## src/rtl/seq_det_ctrl.sv

```systemverilog
// seq_det_ctrl: run controller for the serial pattern detector path.
//
// Holds a programmable PAT_W-bit target pattern (reset value PAT_DEFAULT, first-received bit in
// the MSB) and a CNT_W-bit match target, both loaded through a valid/ready handshake that is
// only open in IDLE. A start request arms (one cycle, clears history/fill/count) and then runs
// detection on the qualified serial stream. Each match gives a one-cycle pulse and bumps the
// wrapping match counter. A nonzero target parks the FSM in DONE once reached. A target of 0
// means the run is unlimited.
//
// Build option: define SEQ_DET_CTRL_NOOVL_EN for non-overlapping detection. History and fill
// are then cleared on every match. When it is undefined, detection overlaps.
//
// Ports:
//   clk, reset          rising-edge clock, synchronous active-high reset
//   cfg_valid/ready     configuration handshake (ready is high only in IDLE)
//   cfg_pattern/target  values latched on a handshake
//   start, abort        one-cycle run request / run cancel
//   seq_in(_valid)      serial data bit and its qualifier
//   busy, done          in ARM/RUN, in DONE
//   match_pulse         one-cycle pulse per detected match
//   match_cnt           matches in the current or last run
// All outputs are registered.
module seq_det_ctrl #(
  parameter int unsigned      PAT_W       = 5,
  parameter logic [PAT_W-1:0] PAT_DEFAULT = 5'b11011,
  parameter int unsigned      CNT_W       = 4
) (
  input  logic             clk,
  input  logic             reset,
  input  logic             cfg_valid,
  output logic             cfg_ready,
  input  logic [PAT_W-1:0] cfg_pattern,
  input  logic [CNT_W-1:0] cfg_target,
  input  logic             start,
  input  logic             abort,
  input  logic             seq_in,
  input  logic             seq_in_valid,
  output logic             busy,
  output logic             done,
  output logic             match_pulse,
  output logic [CNT_W-1:0] match_cnt
);

  localparam int unsigned FillW = $clog2(PAT_W + 1);
  localparam logic [FillW-1:0] FillMax = FillW'(PAT_W);
  localparam logic [FillW-1:0] FillThr = FillW'(PAT_W - 1);

  typedef enum logic [3:0] {
    StIdle = 4'b0001,
    StArm  = 4'b0010,
    StRun  = 4'b0100,
    StDone = 4'b1000
  } state_e;

  state_e state_q, state_d;

  logic [PAT_W-1:0] pat_q, pat_d;
  logic [CNT_W-1:0] tgt_q, tgt_d;
  // Only the last PAT_W-1 bits are needed; the incoming bit completes the word.
  logic [PAT_W-2:0] hist_q, hist_d;
  logic [FillW-1:0] fill_q, fill_d;
  logic [CNT_W-1:0] cnt_q, cnt_d;
  logic             pulse_q, pulse_d;
  logic             busy_q, busy_d;
  logic             done_q, done_d;
  logic             ready_q, ready_d;

  logic [PAT_W-1:0] shifted;
  logic [CNT_W-1:0] cnt_inc;
  logic             cfg_xfer;
  logic             bit_take;
  logic             match_hit;
  logic             tgt_hit;

  assign shifted   = {hist_q, seq_in};
  assign cnt_inc   = cnt_q + 1'b1;
  assign cfg_xfer  = cfg_valid && ready_q;
  // abort outranks a same-cycle bit, so an aborted bit never shifts, pulses or counts.
  assign bit_take  = (state_q == StRun) && seq_in_valid && !abort;
  assign match_hit = bit_take && (fill_q >= FillThr) && (shifted == pat_q);
  assign tgt_hit   = (tgt_q != '0) && (cnt_inc == tgt_q);

  // State register and all datapath/output flops.
  always_ff @(posedge clk) begin
    if (reset) begin
      state_q <= StIdle;
      pat_q   <= PAT_DEFAULT;
      tgt_q   <= '0;
      hist_q  <= '0;
      fill_q  <= '0;
      cnt_q   <= '0;
      pulse_q <= 1'b0;
      busy_q  <= 1'b0;
      done_q  <= 1'b0;
      ready_q <= 1'b1;
    end else begin
      state_q <= state_d;
      pat_q   <= pat_d;
      tgt_q   <= tgt_d;
      hist_q  <= hist_d;
      fill_q  <= fill_d;
      cnt_q   <= cnt_d;
      pulse_q <= pulse_d;
      busy_q  <= busy_d;
      done_q  <= done_d;
      ready_q <= ready_d;
    end
  end

  // Next-state logic.
  always_comb begin
    state_d = state_q;
    case (state_q)
      StIdle: if (start) state_d = StArm;
      StArm:  state_d = abort ? StIdle : StRun;
      StRun: begin
        if (abort) begin
          state_d = StIdle;
        end else if (match_hit && tgt_hit) begin
          state_d = StDone;
        end
      end
      StDone: begin
        if (start) begin
          state_d = StArm;
        end else if (abort) begin
          state_d = StIdle;
        end
      end
      default: state_d = StIdle;
    endcase
  end

  // Datapath and registered-output next values.
  always_comb begin
    pat_d   = pat_q;
    tgt_d   = tgt_q;
    hist_d  = hist_q;
    fill_d  = fill_q;
    cnt_d   = cnt_q;
    pulse_d = 1'b0;

    if (cfg_xfer) begin
      pat_d = cfg_pattern;
      tgt_d = cfg_target;
    end

    if (state_q == StArm) begin
      hist_d = '0;
      fill_d = '0;
      cnt_d  = '0;
    end

    if (bit_take) begin
      hist_d = shifted[PAT_W-2:0];
      fill_d = (fill_q == FillMax) ? fill_q : fill_q + 1'b1;
    end

    if (match_hit) begin
      cnt_d   = cnt_inc;
      pulse_d = 1'b1;
`ifdef SEQ_DET_CTRL_NOOVL_EN
      hist_d  = '0;
      fill_d  = '0;
`endif
    end

    busy_d  = (state_d == StArm) || (state_d == StRun);
    done_d  = (state_d == StDone);
    ready_d = (state_d == StIdle);
  end

  assign cfg_ready   = ready_q;
  assign busy        = busy_q;
  assign done        = done_q;
  assign match_pulse = pulse_q;
  assign match_cnt   = cnt_q;

endmodule

```

## config.mk

```make
export PLATFORM = sky130hd
export DESIGN_NAME = seq_det_ctrl
export DESIGN_NICKNAME = d
export VERILOG_FILES = /design/src/rtl/seq_det_ctrl.sv
export SDC_FILE = /design/constraint.sdc
export NUM_CORES = 1
export LEC_CHECK = 0
export BUFFER_PORTS_ARGS = -buffer_cell sky130_fd_sc_hd__buf_2
export CAP_MARGIN = 30
export CORE_ASPECT_RATIO = 0.5
export CORE_MARGIN = 2
export CORE_UTILIZATION = 30
export DETAILED_ROUTE_END_ITERATION = 8
export SKIP_CTS_REPAIR_TIMING = 1
export SLEW_MARGIN = 20
export SYNTH_ARGS = -nofsm -noshare
export SYNTH_HDL_FRONTEND = slang
export SYNTH_SLANG_ARGS = --single-unit
```

## constraint.sdc

```tcl
create_clock -name clk -period 4.5 [get_ports clk]
set_clock_uncertainty 0.2 [all_clocks]
set_input_delay 0.225 -clock clk [delete_from_list [all_inputs] [get_ports clk]]
set_output_delay 0.225 -clock clk [all_outputs]
set_load 0.02 [all_outputs]
```

==> run_results.csv <==
group,metric,value,unit
yosys,ys.warnings.count,0,
global_route,grt_max_degree,25,
floorplan,die_x,101,um
critical_path,reg2reg_slack,2460,ps
drt,ant_nets,0,
global_route,track_usage,11.9,%
placed_design,hpwl,2020,um
clocking,cts_sinks,28,
yosys,yosysTopAreaCell,"dfxtp_1",
finish,layout-drive-gt1-share,17.4,%
critical_path,path_cells,"and4_1 -> nand4_4 -> or3b_1 -> a31oi_1",
placed_design,dp_slack,2480,ps
sta,slew_viol_final,0,
critical_path,critPathCaptureType,"flop",
critical_path,regToRegEndpoint,"match_cnt[2]$_SDFFE_PP0P_",
clocking,cts_root_buf,"clkbuf_8",
clocking,cts.path.max_buffers,2,
placed_design,io_buffers,23,
finish,final_cell_area,0.00169,mm^2
placed_design,gp_congestion,0.797,
drt,drc_errors,0,
run,cap_viol_max_count,0,
critical_path,cp_top_family,"simple AND/OR/NAND/NOR gates",
yosys,async_flop_share,0,%
yosys,synth_top_area_share,39.8,%
finish,area_growth,19.7,%
pwr,powerDensity,283,mW/mm^2
sta,fin_crit_sh,45.2,%
finish,final_nets,210,
critical_path,crit_fanout,12,
critical_path,setup.worst_path.class,"flop to flop",
clocking,cts-buffers-inserted,3,
drt,routedWlPerCell,11.7,um
floorplan,die-area,0.00529,mm^2
critical_path,worst-r2r-cell-count,4,
worst_hold_path,hp-start,"seq_in",
worst_hold_path,whs_endpoint,"hist_q[0]$_SDFFE_PP0P_",
drt,dr.pass1.iters,4,
critical_path,arrival,2050,ps
drt,drtIter0Drc,29,
pwr,finalPower,0.478,mW
placed_design,dp.cells,234,
global_route,grt_pass1_vias,1055,
clocking,path_clk_slew,100,ps
yosys,ys_top_cells_by_area,"dfxtp_1 40%, nand2_1 7.2%, a21oi_1 6.0%",
finish,final_cells,247,
clocking,cts_tree,"built",
pwr,ir_drop,0.106,mV
clocking,h-tree-depth,1,
yosys,syn_avg_cell_area,8.70,um^2
critical_path,cp-start-kind,"flop",
pwr,p_leak,0.682,nW
critical_path,reg2reg_from,"state_q[2]$_SDFF_PP0_",
worst_hold_path,whs_path_depth,3,
clocking,worstSkewPairLatency,280,ps
sta,setup_slack,2460,ps
floorplan,die_height,52.5,um
finish,diodes,0,
critical_path,required,4520,ps
sta,fin_setup_tns,0,ps
global_route,grt_antenna_before_repair,0,
yosys,synth_nets,181,
floorplan,rows,17,
sta,grt_setup_unrepaired,"false",
drt,vias,1181,
floorplan,ioPinCount,24,
sta,clock.fmax,491,MHz
yosys,synth_edf_count,0,
worst_hold_path,hp-class,"input pin to flop",
yosys,synth_seq_cells,28,
yosys,syn_inst,162,
sta,worst_pin_slew,491,ps
sta,period_minus_slack,2040,ps
yosys,synthTopCellsByCount,"28 x dfxtp_1, 27 x nand2_1, 17 x a21oi_1, 11 x nand3_1, 8 x nor2_1",
yosys,synth-seq-area-share,39.8,%
placed_design,dpl_cell_area,0.00154,mm^2
global_route,overflow,0,
floorplan,design.core.area,0.00447,mm^2
run_status,status,"finished, final reports clean",
drt,avgViaCountPerCell,4.78,
yosys,syn-cell-area,0.00141,mm^2
sta,setup_violations,0,
critical_path,slowest_delay,530,ps
global_route,grt_pass1_wl,4830,um
sta,slew_headroom,67.2,%
floorplan,initial_core_util,31.5,%
yosys,synth_cell_types,42,
critical_path,crit_slowest_cell,"dfxtp_1",
critical_path,path_buf_inv,0,
drt,routed_wl,2890,um
yosys,synth-main-ff-cell,"dfxtp_1",
sta,hold_violations,0,
yosys,synth.most_common_cell,"dfxtp_1",
-- stage by stage --
| stage | hold WS [ps] | util (%) |
|---|---|---|
| finish | 18.7 | 37.8 |
| global route | 42.6 | 37.8 |
| CTS | -59.2 | 35.7 |
| detailed placement | 239 | 34.5 |
| global placement | 235 | 34.5 |
| floorplan | 103 | - |
-- cells by family (layout without fill, tap and decap cells) --
group	count (synthesis)	count (layout)	synth area share [%]
AO/OA/AOI/OAI	26	26	10.7
XOR/XNOR	11	11	6.84
adder cells (fa/ha/maj)	3	3	2.66
buffers and inverters	11	39	4.62
flip-flops	28	28	39.8
multiplexers	4	4	3.02
AND/OR/NAND/NOR	79	79	32.3
-- area by class of cell --
cell class	count	area [um^2]
clock buffers	4	55.1
fillers	468	2780
inverters	3	11.3
multi-input cells	123	783
flip-flops and latches	28	561
well taps	57	71.3
repair buffers	32	205
-- sequential cells by signal, summed over array words and instances, names as in the netlist, 3 cells and up --
name	flops
fill_q	3
hist_q	4
match_cnt	4
pat_q	5
state_q	4
tgt_q	4
-- where the power goes --
| group | switching [mW] | internal (mW) | total [mW] |
|---|---|---|---|
| Sequential | 0.00804 | 0.256 | 0.264 |
| Combinational | 0.0294 | 0.0257 | 0.0551 |
| Clock | 0.0801 | 0.0785 | 0.159 |
| Total | 0.118 | 0.360 | 0.478 |
-- worst max-delay path by stage --
stage	startpoint	endpoint	slack [ps]	cells past startpoint
after floorplan	match_cnt[0]$_SDFFE_PP0P_	done$_SDFF_PP0_	2450	5
after global placement	match_cnt[0]$_SDFFE_PP0P_	state_q[3]$_SDFF_PP0_	2500	5
after detailed placement	state_q[2]$_SDFF_PP0_	match_cnt[2]$_SDFFE_PP0P_	2480	4
after CTS	state_q[2]$_SDFF_PP0_	match_cnt[2]$_SDFFE_PP0P_	2460	4
after global routing	state_q[2]$_SDFF_PP0_	state_q[3]$_SDFF_PP0_	2260	4
final	state_q[2]$_SDFF_PP0_	match_cnt[2]$_SDFFE_PP0P_	2460	4
-- worst min-delay path, delay by kind of cell --
kind            cells  cell delay, ps
simple gates        1              60
compound gates      1              50
buf+inv             1             120
-- cells in the final DEF (no fill, tap or decap), drive strengths merged, types with 2 or more instances in the layout --
master / netlist / layout
mux2i: 2 / 2
nand3: 11 / 11
nand3b: 5 / 5
mux2: 2 / 2
nand2b: 3 / 3
nor4: 2 / 2
clkbuf: 4 / 4
inv: 3 / 3
dlygate4sd3: 0 / 9
o21ai: 2 / 2
xor2: 7 / 7
xnor2: 4 / 4
nand4: 3 / 3
or2: 3 / 3
or3b: 2 / 2
dfxtp: 28 / 28
a32o: 2 / 2
nand2: 27 / 27
or3: 2 / 2
or2b: 2 / 2
nor3: 3 / 3
ha: 3 / 3
buf: 4 / 23
a21oi: 17 / 17
nor2: 10 / 10
-- per-layer routing --
layer | global-route usage (%) | vias up | routed length (um)
met5 | 0 | - | 0
met3 | 2.80 | 4 | 69
met2 | 21.2 | 18 | 1380
li1 | - | 617 | -
met1 | 13.9 | 542 | 1410
met4 | 5.41 | 0 | 34
Power figures use the tool's default switching activity.
